==> config.mk <==
export PLATFORM = sky130hd
export DESIGN_NAME = alu_control_unit
export DESIGN_NICKNAME = d
export VERILOG_FILES = /design/src/rtl/alu_control_unit.sv
export SDC_FILE = /design/constraint.sdc
export NUM_CORES = 1
export LEC_CHECK = 0
export BUFFER_PORTS_ARGS = -buffer_cell sky130_fd_sc_hd__clkbuf_2
export CAP_MARGIN = 25
export CORE_ASPECT_RATIO = 0.5
export CORE_MARGIN = 2
export CORE_UTILIZATION = 30
export CTS_CLUSTER_DIAMETER = 40
export DETAILED_ROUTE_END_ITERATION = 8
export PLACE_DENSITY = 0.74
export SLEW_MARGIN = 20
export SYNTH_ARGS = -nofsm -noshare
export SYNTH_HDL_FRONTEND = slang
export SYNTH_SLANG_ARGS = --single-unit
==> constraint.sdc <==
create_clock -name clock -period 2 [get_ports clock]
set_input_delay 0.5 -clock clock [delete_from_list [all_inputs] [get_ports clock]]
set_output_delay 0.5 -clock clock [all_outputs]
set_load 0.02 [all_outputs]
==> src/rtl/alu_control_unit.sv <==
// Hardwired Moore controller sequencing fetch/execute of register-to-register ALU ops.
// Optional SINGLE_STEP_EN adds a step input and a STEP_WAIT state between instructions.
module alu_control_unit #(
    parameter int IR_W       = 32,
    parameter int ALU_OP_W   = 4,
    parameter int WAIT_LIMIT = 15
) (
    input  logic                clock,
    input  logic                clear,
    input  logic [IR_W-1:0]     IR,
    input  logic                mem_ready,
    input  logic                stop,
`ifdef SINGLE_STEP_EN
    input  logic                step,
`endif
    output logic                PCout,
    output logic                PCin,
    output logic                IncPC,
    output logic                MARin,
    output logic                Zin,
    output logic                Zlowout,
    output logic                Yin,
    output logic                Read,
    output logic                MDRin,
    output logic                MDRout,
    output logic                IRin,
    output logic                Gra,
    output logic                Grb,
    output logic                Grc,
    output logic                Rin,
    output logic                Rout,
    output logic [ALU_OP_W-1:0] alu_op,
    output logic                run,
    output logic                fault
);

    // RST idle | T0 PC->MAR | T1 memory read | T2 MDR->IR | T3 decode | T4 ALU | T5 write-back | HALT | STEP_WAIT
    typedef enum logic [3:0] {
        S_RST, S_T0, S_T1, S_T2, S_T3, S_T4, S_T5, S_HALT
`ifdef SINGLE_STEP_EN
        , S_STEP_WAIT
`endif
    } state_t;

    localparam int CW = $clog2(WAIT_LIMIT + 1);

    state_t        state;
    logic [CW-1:0] wait_cnt;
    logic [4:0]    opcode;
    logic          is_binary;
    logic          is_unary;
    logic [3:0]    alu_code;
    logic          unused_ir;

    assign opcode    = IR[IR_W-1 -: 5];
    assign unused_ir = ^IR[IR_W-6:0];
    assign is_binary = (opcode >= 5'd3) && (opcode <= 5'd8);
    assign is_unary  = (opcode == 5'd16) || (opcode == 5'd17);

    always_comb begin
        alu_code = 4'd0;
        case (opcode)
            5'd3:    alu_code = 4'd1;
            5'd4:    alu_code = 4'd2;
            5'd5:    alu_code = 4'd3;
            5'd6:    alu_code = 4'd4;
            5'd7:    alu_code = 4'd5;
            5'd8:    alu_code = 4'd6;
            5'd16:   alu_code = 4'd7;
            5'd17:   alu_code = 4'd8;
            default: alu_code = 4'd0;
        endcase
    end

`ifdef SINGLE_STEP_EN
    localparam state_t S_END = S_STEP_WAIT;
    logic step_prev;

    // Advance on a rising step only, so a held step runs a single instruction.
    always_ff @(posedge clock or negedge clear) begin
        if (!clear) step_prev <= 1'b0;
        else        step_prev <= step;
    end
`else
    localparam state_t S_END = S_T0;
`endif

    always_ff @(posedge clock or negedge clear) begin
        if (!clear) begin
            state    <= S_RST;
            wait_cnt <= '0;
            fault    <= 1'b0;
        end else begin
            case (state)
                S_RST: state <= S_T0;
                S_T0:  state <= S_T1;
                S_T1: begin
                    if (mem_ready) begin
                        wait_cnt <= '0;
                        state    <= S_T2;
                    end else if (wait_cnt == CW'(WAIT_LIMIT)) begin
                        wait_cnt <= '0;
                        fault    <= 1'b1;
                        state    <= S_HALT;
                    end else begin
                        wait_cnt <= wait_cnt + 1'b1;
                    end
                end
                S_T2: state <= S_T3;
                S_T3: begin
                    if (is_binary || is_unary) state <= S_T4;
                    else if (opcode == 5'd26)  state <= stop ? S_HALT : S_END;
                    else if (opcode == 5'd27)  state <= S_HALT;
                    else begin
                        fault <= 1'b1;
                        state <= S_HALT;
                    end
                end
                S_T4: state <= S_T5;
                S_T5: state <= stop ? S_HALT : S_END;
                S_HALT: state <= S_HALT;
`ifdef SINGLE_STEP_EN
                S_STEP_WAIT: begin
                    if (stop)                   state <= S_HALT;
                    else if (step && !step_prev) state <= S_T0;
                end
`endif
                default: state <= S_RST;
            endcase
        end
    end

    always_comb begin
        PCout = 1'b0; PCin = 1'b0; IncPC = 1'b0; MARin = 1'b0;
        Zin = 1'b0; Zlowout = 1'b0; Yin = 1'b0;
        Read = 1'b0; MDRin = 1'b0; MDRout = 1'b0; IRin = 1'b0;
        Gra = 1'b0; Grb = 1'b0; Grc = 1'b0; Rin = 1'b0; Rout = 1'b0;
        alu_op = '0;
        run    = 1'b0;
        case (state)
            S_T0: begin
                run = 1'b1; PCout = 1'b1; MARin = 1'b1; IncPC = 1'b1; Zin = 1'b1;
            end
            S_T1: begin
                run = 1'b1; Zlowout = 1'b1; Read = 1'b1; MDRin = 1'b1;
                PCin = (wait_cnt == '0);
            end
            S_T2: begin
                run = 1'b1; MDRout = 1'b1; IRin = 1'b1;
            end
            S_T3: begin
                run = 1'b1;
                if (is_binary) begin
                    Grb = 1'b1; Rout = 1'b1; Yin = 1'b1;
                end
            end
            S_T4: begin
                run    = 1'b1;
                Zin    = 1'b1;
                alu_op = ALU_OP_W'(alu_code);
                Rout   = is_binary || is_unary;
                Grc    = is_binary;
                Grb    = is_unary;
            end
            S_T5: begin
                run = 1'b1; Zlowout = 1'b1; Gra = 1'b1; Rin = 1'b1;
            end
            default: ;
        endcase
    end

endmodule
======== After elaboration in Yosys (flattened, before gate mapping) ========
Memories as Yosys holds them, arrays and structs flattened.
Index checks and enable logic that the tools add are counted.
word-level totals
  register bits ........................... 9
  memories ................................ 1
  memory bits (read-only) ................. 128
  output and inout bits ................... 22
operators by class
  order comparisons ....................... 2
  eq/ne operators ......................... 18
  $add $sub $neg .......................... 1
  muxes and demuxes ....................... 28
  reductions and logical operators ........ 10
memory list
  memory            depth  width  read ports  clocked after Yosys merged registers in  write ports  RTL line  RTL
  (name not given)  32     4      1           0                                        0            62        case (opcode)
operator list
  operator                                                               count
  4-bit one-hot mux with 8 select lines                                  1
  5-bit == test, second input constant                                   4
  4-bit 2-to-1 mux                                                       5
  4-bit by 3-bit == test with 1-bit output, second input constant        4
  1-bit 2-to-1 mux                                                       16
  2-bit != test, second input constant                                   5
  3-bit 2-to-1 mux                                                       3
  4-bit by 2-bit == test with 1-bit output, second input constant        2
  4-bit zero test                                                        2
  1-bit one-hot mux with 2 select lines                                  3
  6-bit AND reduction                                                    1
  6-bit OR reduction                                                     1
  5-bit by 2-bit >= comparator with 1-bit output, second input constant  1
  5-bit by 4-bit <= comparator with 1-bit output, second input constant  1
  4-bit by 1-bit adder with 4-bit output, second input constant          1
  4-bit by 1-bit == test with 1-bit output, second input constant        1
  4-bit == test, second input constant                                   1
  2-bit OR reduction                                                     2
  3-bit != test, second input constant                                   1
  1-bit logical OR                                                       2
  2-bit nonzero test                                                     1
  1-bit logical AND                                                      1

======== Longest topological paths before layout ========
Gate-level depths: netlist of run 1.
  depth in word-level cells ............... 5
  mapped depth ............................ 7
  gate-level depth less buffers ........... 5

======== Worst setup path after synthesis of run 1 ========
Ideal clock, no wire load.
  path type ............................... register to output
  start point ............................. reg state[1]
  end point ............................... out Grb
  setup slack ............................. -333 ps
  buffers on the path ..................... 1
  arrival time ............................ 1833 ps
  data required time ...................... 1500 ps
  stages on the path, launching flop included .. 5
  cells stage by stage .................... dfrtp_1 buf_4 and2b_1 nand2_1 o41ai_1
on the way
  longest elaborated chain between the ends .. 2
  elaborated cells on any way between the ends .. 3
ends and longest elaborated chain
  what                                       RTL line  RTL
  from (decl)                                47        state_t state;
  from (signal assigned)                     112       else if (opcode == 5'd26) state <= stop ? S_HALT : S_END;
  from (signal assigned)                     120       S_T5: state <= stop ? S_HALT : S_END;
  4-bit by 3-bit == test with 1-bit output   140       case (state)
  1-bit one-hot mux with 2 select lines (*)  140
  to (decl)                                  28        output logic Grb,
Every way passes the cells marked *; elsewhere a longest branch is shown, timed or not.

======== Final worst setup path of run 1 ========
  start point ............................. in IR[29]
  end point ............................... out Grb
on the way
  longest elaborated chain between the ends .. 4
  elaborated cells on any way between the ends .. 8
ends and longest elaborated chain
  what                                                                                                              RTL line  RTL
  from (decl)                                                                                                       10        input logic [IR_W-1:0] IR,
  5-bit by 2-bit >= comparator with 1-bit output or 5-bit by 4-bit <= comparator with 1-bit output (tied branches)  57        assign is_binary = (opcode >= 5'd3) && (opcode <= 5'd8);
  1-bit logical AND                                                                                                 57
  1-bit 2-to-1 mux                                                                                                  153       if (is_binary) begin
  1-bit one-hot mux with 2 select lines (*)                                                                         140
Marked as above.

==> flow_summary.ini, run 1 <==
[routing]
drt_pass1_iterations = 4
wl_um = 2350
antenna_left = 0
via_per_inst = 4.90
vias = 941
drt_iter0_markers = 42
drc = 0
wire_per_inst_um = 12.2

[layout]
multiInputGateArea_um2 = 656
final_cell_area_um2 = 1400
regArea_um2 = 203
postLayoutCoreUtil_pct = 52.8
fill_cells = 229
drive_above_1_share_pct = 54.8
stdcell_count = 192
area_growth_pct = 62.9
finalNetCount = 195
diodes = 0

[synthesis]
yosys_most_used_dff = dfrtp_1
avgSynthCellArea_um2 = 7.89
synth-adder-area-share_pct = 2.91
syn_inst = 109
ys_ff_latch = 8
synth_cell_type_count = 38
synth_xor_area_share_pct = 0
async_flop_share_pct = 100
synthMuxAreaShare_pct = 0
synth_top_family_by_area = simple AND/OR/NAND/NOR gates
yosys.area_share.simple_pct = 36.4
syn-num-nets = 147
synth_edf_count = 0
synth-compound-area-share_pct = 23.6
synth_area_um2 = 860
synth_warnings = 0
synth-seq-area-share_pct = 23.3

[power_and_ir_drop]
power_density_nw_per_um2 = 965
ir_drop_mv = 0.271
p_switching_w = 0.000602
power.total_w = 0.00135
comb_power_share_pct = 62.2
power_frac_seq_pct = 23.6
clkPwrFrac_pct = 14.3
p_int_w = 0.000748
p_sw_share_pct = 44.6
p_leak_nw = 0.651

[floorplanning]
die_w_um = 79.7
core.rowCount = 13
dieHeight_um = 41.9
start_util_pct = 32.4
coreArea_um2 = 2650
ios = 58
die_area_um2 = 3340

[worst_setup_path]
start_kind = input pin
cp_slowest_stage_delay_ns = 0.45
reg2reg_slack_ns = 0.48
worstSetupEndpointType = output pin
r2r_cells = 6
worst-endpoint-required_ns = 1.50
path_class = input pin to output pin
crit_arrival_ns = 1.66
path_cells = buf_8 > nand2b_4 > o32ai_4 > or3b_4 > o41ai_2 > buf_4
crit_path_top_delay_cell = or3b_4
cp_max_fo = 3

[cts]
clock-sinks = 8
clk_pin_slew_ns = 0.04
cts-htree-levels = 1
cts_buffers = 3
cts_tree = done
clkLatencyLatePin_ns = 0.23
cts_hold_buf = 0
cts.path.max_buffers = 2
cts-root-buf = clkbuf_8

[timing]
rsz0062_at_grt = yes
final_max_slew_viol_count = 0
fmax_mhz = 464
worst_pin_slew_ns = 0.288
holdWs_ns = 0.105
layout_min_cycle_time_ns = 2.16
setup_ws_ns = -0.157
setup_viol = 5
finalHoldViolations = 0
finalCritPeriodShare_pct = 108
fin_skew_ns = 0.00200
slew_headroom_pct = 80.6

[place]
hpwl_um = 1640
placed_cells = 182
io_buffers = 30
dpl_cell_area_um2 = 1140
gp_congestion = 0.822

[global_route]
grt_pass1_wl_um = 3840
grt_max_degree = 9
grt_pass1_vias = 861
grt_overflow = 0
grt_usage_pct = 14.2
antenna_found_initial = 0

[status]
status = complete, but fails checks
violations = negative setup slack

[run]
cap_viol_max_count = 0

[min_path]
hp-class = input pin to asynchronous set/reset pin
## placed cells by master (no fill, tap or decap), types with 2 or more instances in the layout
| cell | n |
|---|---|
| buf_4 | 26 |
| nand2b_1 | 2 |
| buf_8 | 3 |
| a211o_1 | 3 |
| a21oi_1 | 9 |
| o21ai_0 | 2 |
| and2_1 | 2 |
| nand2b_4 | 3 |
| nor4_1 | 2 |
| or3b_4 | 2 |
| buf_6 | 5 |
| nor2b_1 | 4 |
| o21ai_1 | 2 |
| dfrtp_1 | 6 |
| dfrtp_2 | 2 |
| nor2_1 | 11 |
| ha_1 | 2 |
| inv_1 | 4 |
| clkbuf_8 | 5 |
| clkbuf_2 | 18 |
| buf_2 | 2 |
| nand3_1 | 3 |
| nor3_1 | 4 |
| nand2_1 | 7 |
## metal layers
| metal | vias up | track usage (%) | part of all wire, % |
|---|---|---|---|
| met5 | - | 0 | 0 |
| met4 | 0 | 4.14 | 1.6 |
| met3 | 4 | 2.83 | 2.6 |
| met2 | 13 | 24.5 | 54 |
| met1 | 448 | 18.0 | 41 |
| li1 | 476 | - | - |
## final timing paths
path,startpoint,endpoint
hold reg to reg,wait_cnt[0],wait_cnt[0]
min in group clock,mem_ready,wait_cnt[2]
setup reg to reg,state[0],wait_cnt[3]
max in group asynchronous,clear,state[0]
hold / removal,clear,wait_cnt[2]
setup / recovery,IR[29],Grb
## power groups by stage
stage	combinational, W	clock (W)	sequential [W]
after detailed placement	0.000716	0	0.000318
after global routing	0.000915	0.000211	0.000330
final	0.000839	0.000193	0.000318
after global placement	0.000700	0	0.000314
after floorplan	0.000570	0	0.000280
after CTS	0.000786	0.000194	0.000314
## logic make-up (layout without fill, tap and decap cells)
| group | after synthesis | after routing |
|---|---|---|
| flops | 8 | 8 |
| compound gates | 27 | 27 |
| fa+ha+maj | 2 | 2 |
| buf+inv | 19 | 65 |
| simple gates | 53 | 53 |
## cell usage after synthesis (3+ instances only)
| master | instances | share of area, % |
|---|---|---|
| o21ai_1 | 3 | 1.7 |
| buf_2 | 4 | 2.3 |
| nor3_1 | 4 | 2.3 |
| nand2_1 | 8 | 3.5 |
| nor2b_1 | 5 | 3.6 |
| a211o_1 | 3 | 3.1 |
| dfrtp_1 | 8 | 23 |
| a21oi_1 | 9 | 5.2 |
| nand3_1 | 3 | 1.7 |
| nand2b_1 | 4 | 2.9 |
| and2_1 | 3 | 2.2 |
| nor2_1 | 12 | 5.2 |
| buf_4 | 6 | 5.2 |
| inv_1 | 5 | 2.2 |
## area by class of cell
cell class / count / share of cell area, %
Timing Repair Buffer: 56 / 30.3
Sequential cell: 8 / 14.5
Clock buffer: 3 / 2.95
Tap cell: 37 / 3.31
Multi-Input combinational cell: 82 / 46.8
Inverter: 6 / 2.14
## flip-flops by register name (all words and copies together), names as in the netlist
register and count:
wait_cnt 4, fault 1, state 3
## stage by stage
stage / setup TNS (ns) / worst slack [ns]
5_1_grt: -0.887 / -0.211
3_5_place_dp: -0.814 / -0.200
3_3_place_gp: -0.697 / -0.200
6_report: -0.513 / -0.157
2_1_floorplan: -0.341 / -0.142
4_1_cts: -0.672 / -0.200
## worst max-delay path: cells and delay by family
family	cells	cell delay [ns]
buffers and inverters	2	0.29
AO/OA/AOI/OAI	2	0.27
AND/OR/NAND/NOR	2	0.59
## timing repair
item                                    CTS  global route
gates resized for setup                  20            31
pin swaps                                 4             8
endpoints found under the setup margin   10            16
setup buffers                             4             3
(Power assumes the default switching activity.)
==> run 2: changes to the inputs <==
Settings changed: SETUP_SLACK_MARGIN set to 0.2.
==> run 2 against run 1 <==
Effect of this change: the run still ends with negative setup slack left; sequential share of layout area shrank 3.1 points; design area is 26% higher; critical path depth did not move; non-clock buffer count increased by 14; utilization up 14 points; via count rose by 16%; total power grew 33%; sequential cell count stayed put.
==> flow_summary.ini, run 2 (synthesis results as in run 1) <==
[status]
status = complete, but fails checks
violations = negative setup slack

[routing]
drt_pass1_iterations = 4
drt_iter0_markers = 92
wire_per_inst_um = 16.5
antenna_left = 0
wl_um = 3400
vias = 1092
drc = 0
via_per_inst = 5.30

[worst_setup_path]
worstSetupEndpointType = output pin
start_kind = input pin
reg2reg_slack_ns = 0.27
crit_arrival_ns = 1.70
path_cells = buf_8 > nand2b_4 > o32ai_4 > or3b_4 > o41ai_4 > buf_4
path_class = input pin to output pin
cp_max_fo = 3
crit_buf_inv = 2
critPathTopFamily = simple AND/OR/NAND/NOR gates
r2r_start = state[2]
crit_path_top_delay_cell = or3b_4
cp_slowest_stage_delay_ns = 0.48
startpoint = IR[29]
worst-endpoint-required_ns = 1.50

[floorplanning]
die_w_um = 79.7
start_util_pct = 32.4
dieHeight_um = 41.9
core.rowCount = 13
die_area_um2 = 3340
ios = 58
coreArea_um2 = 2650

[timing]
worst_pin_slew_ns = 0.337
fmax_mhz = 456
layout_min_cycle_time_ns = 2.20
setup_viol = 8
finalHoldViolations = 0
setup_ws_ns = -0.195
fin_skew_ns = 0.00269
rsz0062_at_grt = yes
finalCritPeriodShare_pct = 110
slew_headroom_pct = 77.3
final_max_slew_viol_count = 0

[cts]
cts.path.max_buffers = 2
clkLatencyLatePin_ns = 0.23
clock-sinks = 8
clk_pin_slew_ns = 0.05
cts_buffers = 3
cts-root-buf = clkbuf_8
cts_hold_buf = 0
cts-htree-levels = 1
cts_tree = done

[global_route]
grt_pass1_vias = 981
grt_usage_pct = 16.7
grt_pass1_wl_um = 4530
grt_max_degree = 9
antenna_found_initial = 0
grt_overflow = 0

[layout]
reg_top3 = wait_cnt x4, state x3, fault x1
fill_cells = 173
area_growth_pct = 105
mostFrequentLayoutCell = buf_4
drive_above_1_share_pct = 65.1
multiInputGateArea_um2 = 762
largest-register = wait_cnt
diodes = 0
finalNetCount = 209
final_cell_mix = buf_4, buf_6, buf_8, dfrtp_1, nor2_1
final_cell_area_um2 = 1760
regArea_um2 = 200
largest_reg_flops = 4

[min_path]
hp-class = input pin to asynchronous set/reset pin

[place]
gp_congestion = 0.824
dpl_cell_area_um2 = 1220
io_buffers = 30
hpwl_um = 1710

[run]
cap_viol_max_count = 0

[power_and_ir_drop]
ir_drop_mv = 0.383
power.total_w = 0.00179
power_density_nw_per_um2 = 1020
p_leak_nw = 0.807
==> run 2: cell types whose count changed in the layout (fill, tap and decap cells not counted), moves of 3 or more <==
cell | before | now
buf_6 | 5 | 18
clkbuf_2 | 18 | 6
buf_8 | 3 | 10
buf_4 | 26 | 30
nor2_1 | 11 | 7
a21oi_1 | 9 | 6
==> run 2: per-layer routing <==
metal | vias to the layer above | track usage (%) | part of all wire, %
li1 | 504 | - | -
met3 | 9 | 0.870 | 3.9
met2 | 46 | 31.3 | 54
met4 | 0 | 6.55 | 1.4
met1 | 533 | 20.1 | 41
met5 | - | 0 | 0
==> run 2: area by class of cell <==
class                      instances  share of cell area [%]
sequential                         8                    11.4
tap                               37                    2.63
clock buffer                       3                    2.34
multi-input combinational         82                    43.3
timing repair buffer              70                    38.7
inverter                           6                    1.70
==> run 2: power breakdown <==
group	total (W)	switching [W]	internal, W
clock network	0.000203	0.0000714	0.000131
logic	0.00127	0.000624	0.000648
registers	0.000318	0.0000923	0.000226
total	0.00179	0.000788	0.00100
==> run 2: path summary, 6_finish.rpt <==
kind | endpoint | depth (start not counted)
worst max-delay path | Grb | 6
worst min-delay path | wait_cnt[3] | 1
worst max register to register | wait_cnt[3] | 8
worst min register to register | wait_cnt[0] | 1
max in group asynchronous | state[2] | 1
min in group clock | wait_cnt[0] | 1
==> run 2: timing repair <==
action,in CTS,in global routing
setup buffers,10,9
resized for setup,48,55
endpoints found under the setup margin,13,21
endpoints found under the hold margin,0,0
pin swaps,8,9
==> run 2: metrics by stage <==
step / utilization [%] / TNS (ns) / setup WS [ns] / instances / hold slack, ns
after floorplan: - / -0.0602 / -0.0273 / 109 / 0.204
after global placement: 46.0 / -0.919 / -0.272 / 184 / 0.358
after detailed placement: 46.0 / -1.01 / -0.279 / 184 / 0.359
after CTS: 58.6 / -0.900 / -0.228 / 197 / 0.119
after global routing: 66.4 / -1.23 / -0.238 / 206 / 0.125
final: 66.4 / -0.862 / -0.195 / 206 / 0.110
==> run 3: changes to the inputs <==
Clock period 2 ns to 1.79 ns, I/O delays scaled along.
==> run 3 against run 2 <==
Effect of this change: the run still ends with negative setup slack left; via count is 4.7% higher; clock skew shrank 0.0012 ns; register-to-register slack worse by 0.25 ns; combinational power increased by 48%; cell count grew 3.4%; non-clock buffer count rose by 7; utilization is 5.3 points higher; clock power increased by 12%; design area increased by 8.0%; sequential cell count did not move; hold slack worse by 0.039 ns.
==> flow_summary.ini, run 3 (synthesis results as in run 1) <==
[cts]
cts-htree-levels = 1
cts-root-buf = clkbuf_8
clk_pin_slew_ns = 0.05
clock-sinks = 8
cts.path.max_buffers = 2
cts_hold_buf = 0
cts_tree = done
clkLatencyLatePin_ns = 0.23
cts_buffers = 3

[layout]
diodes = 0
reg_top3 = wait_cnt x4, state x3, fault x1
mostFrequentLayoutCell = buf_4
fill_cells = 165
area_growth_pct = 121
final_cell_area_um2 = 1900
drive_above_1_share_pct = 69.9
postLayoutCoreUtil_pct = 71.7
largest-register = wait_cnt
finalNetCount = 216
final_cell_mix = buf_4, buf_6, buf_8
largest_reg_flops = 4

[floorplanning]
die_area_um2 = 3340
ios = 58
core.rowCount = 13
dieHeight_um = 41.9
coreArea_um2 = 2650
start_util_pct = 32.4
die_w_um = 79.7

[timing]
fin_skew_ns = 0.00149
fin_tns_setup_ns = -2.94
layout_min_cycle_time_ns = 2.09
final_max_slew_viol_count = 0
fmax_mhz = 479
worst_pin_slew_ns = 0.365
finalHoldViolations = 0
finalCritPeriodShare_pct = 117
setup_ws_ns = -0.296
rsz0062_at_grt = yes
slew_headroom_pct = 75.4
setup_viol = 20

[global_route]
grt_pass1_vias = 1067
grt_pass1_wl_um = 5240
grt_usage_pct = 20.3
grt_max_degree = 9
antenna_found_initial = 0
grt_overflow = 0

[routing]
wl_um = 3660
drt_iter0_markers = 63
wire_per_inst_um = 17.2
drc = 0
drt_pass1_iterations = 4
via_per_inst = 5.37
vias = 1143
antenna_left = 0

[power_and_ir_drop]
ir_drop_mv = 0.568
power_density_nw_per_um2 = 1300
p_leak_nw = 0.860

[worst_setup_path]
worst-endpoint-required_ns = 1.34
path_class = input pin to output pin
crit_arrival_ns = 1.64
worstSetupEndpointType = output pin
cp_max_fo = 4
startpoint = IR[29]
path_cells = buf_8 > nand2b_4 > o32ai_4 > or3b_4 > o41ai_4 > buf_4
start_kind = input pin
cp_slowest_stage_delay_ns = 0.47
crit_path_top_delay_cell = or3b_4
reg2reg_slack_ns = 0.02
r2r_start = state[1]

[status]
violations = negative setup slack
status = complete, but fails checks

[place]
gp_congestion = 0.814
dpl_cell_area_um2 = 1260
io_buffers = 30
dp_slack_ns = -0.355
hpwl_um = 1710

[min_path]
hp-class = input pin to asynchronous set/reset pin

[run]
cap_viol_max_count = 0
[run 3: cell count changes in the layout (fill, tap and decap cells not counted), sizes merged]
cell	before	now
buf	60	66
clkbuf	13	14
[run 3: stage by stage]
stage                     std cells  hold WS, ns  power, W
after global placement          187        0.302   0.00127
after global routing            213       0.0772   0.00256
after floorplan                 109        0.152   0.00108
after detailed placement        187        0.310   0.00130
after CTS                       204       0.0642   0.00200
final                           213       0.0704   0.00247
[run 3: worst paths after layout]
| path | end | cells after the start |
|---|---|---|
| max | Grb | 6 |
| min | wait_cnt[3] | 1 |
| max reg2reg | fault | 7 |
| min reg2reg | wait_cnt[0] | 1 |
| max in group asynchronous | state[0] | 1 |
| min in group clock | wait_cnt[2] | 2 |
[run 3: timing repair]
| item | CTS | global route |
|---|---|---|
| buffers inserted | 14 | 9 |
| pin swaps | 10 | 13 |
| endpoints found under the setup margin | 20 | 26 |
| resized for setup | 69 | 43 |
[run 3: layout make-up]
cell class,instances,area (µm²),area share (%)
flip-flops and latches,8,201,10.6
multi-input cells,82,796,41.8
inverters,6,32.5,1.71
clock buffers,3,41.3,2.17
repair buffers,77,785,41.3
well taps,37,46.3,2.43
[run 3: worst max-delay path: cells and delay by family]
family          cells  cell delay (ns)
simple gates        2             0.61
buf+inv             2             0.29
compound gates      2             0.28
[run 3: per-layer routing]
metal	vias to the layer above	global-route usage (%)	routed length (µm)	part of all wire [%]
met4	0	8.97	114	3.1
li1	513	-	-	-
met3	18	3.26	150	4.1
met1	562	23.4	1610	44
met5	-	0	0	0
met2	50	37.0	1790	49
[run 3: where the power goes]
part	internal [W]	total [W]	switching, W	leakage [nW]
clock network	0.000147	0.000228	0.0000813	0.0216
logic	0.00101	0.00188	0.000870	0.752
registers	0.000254	0.000361	0.000107	0.0869
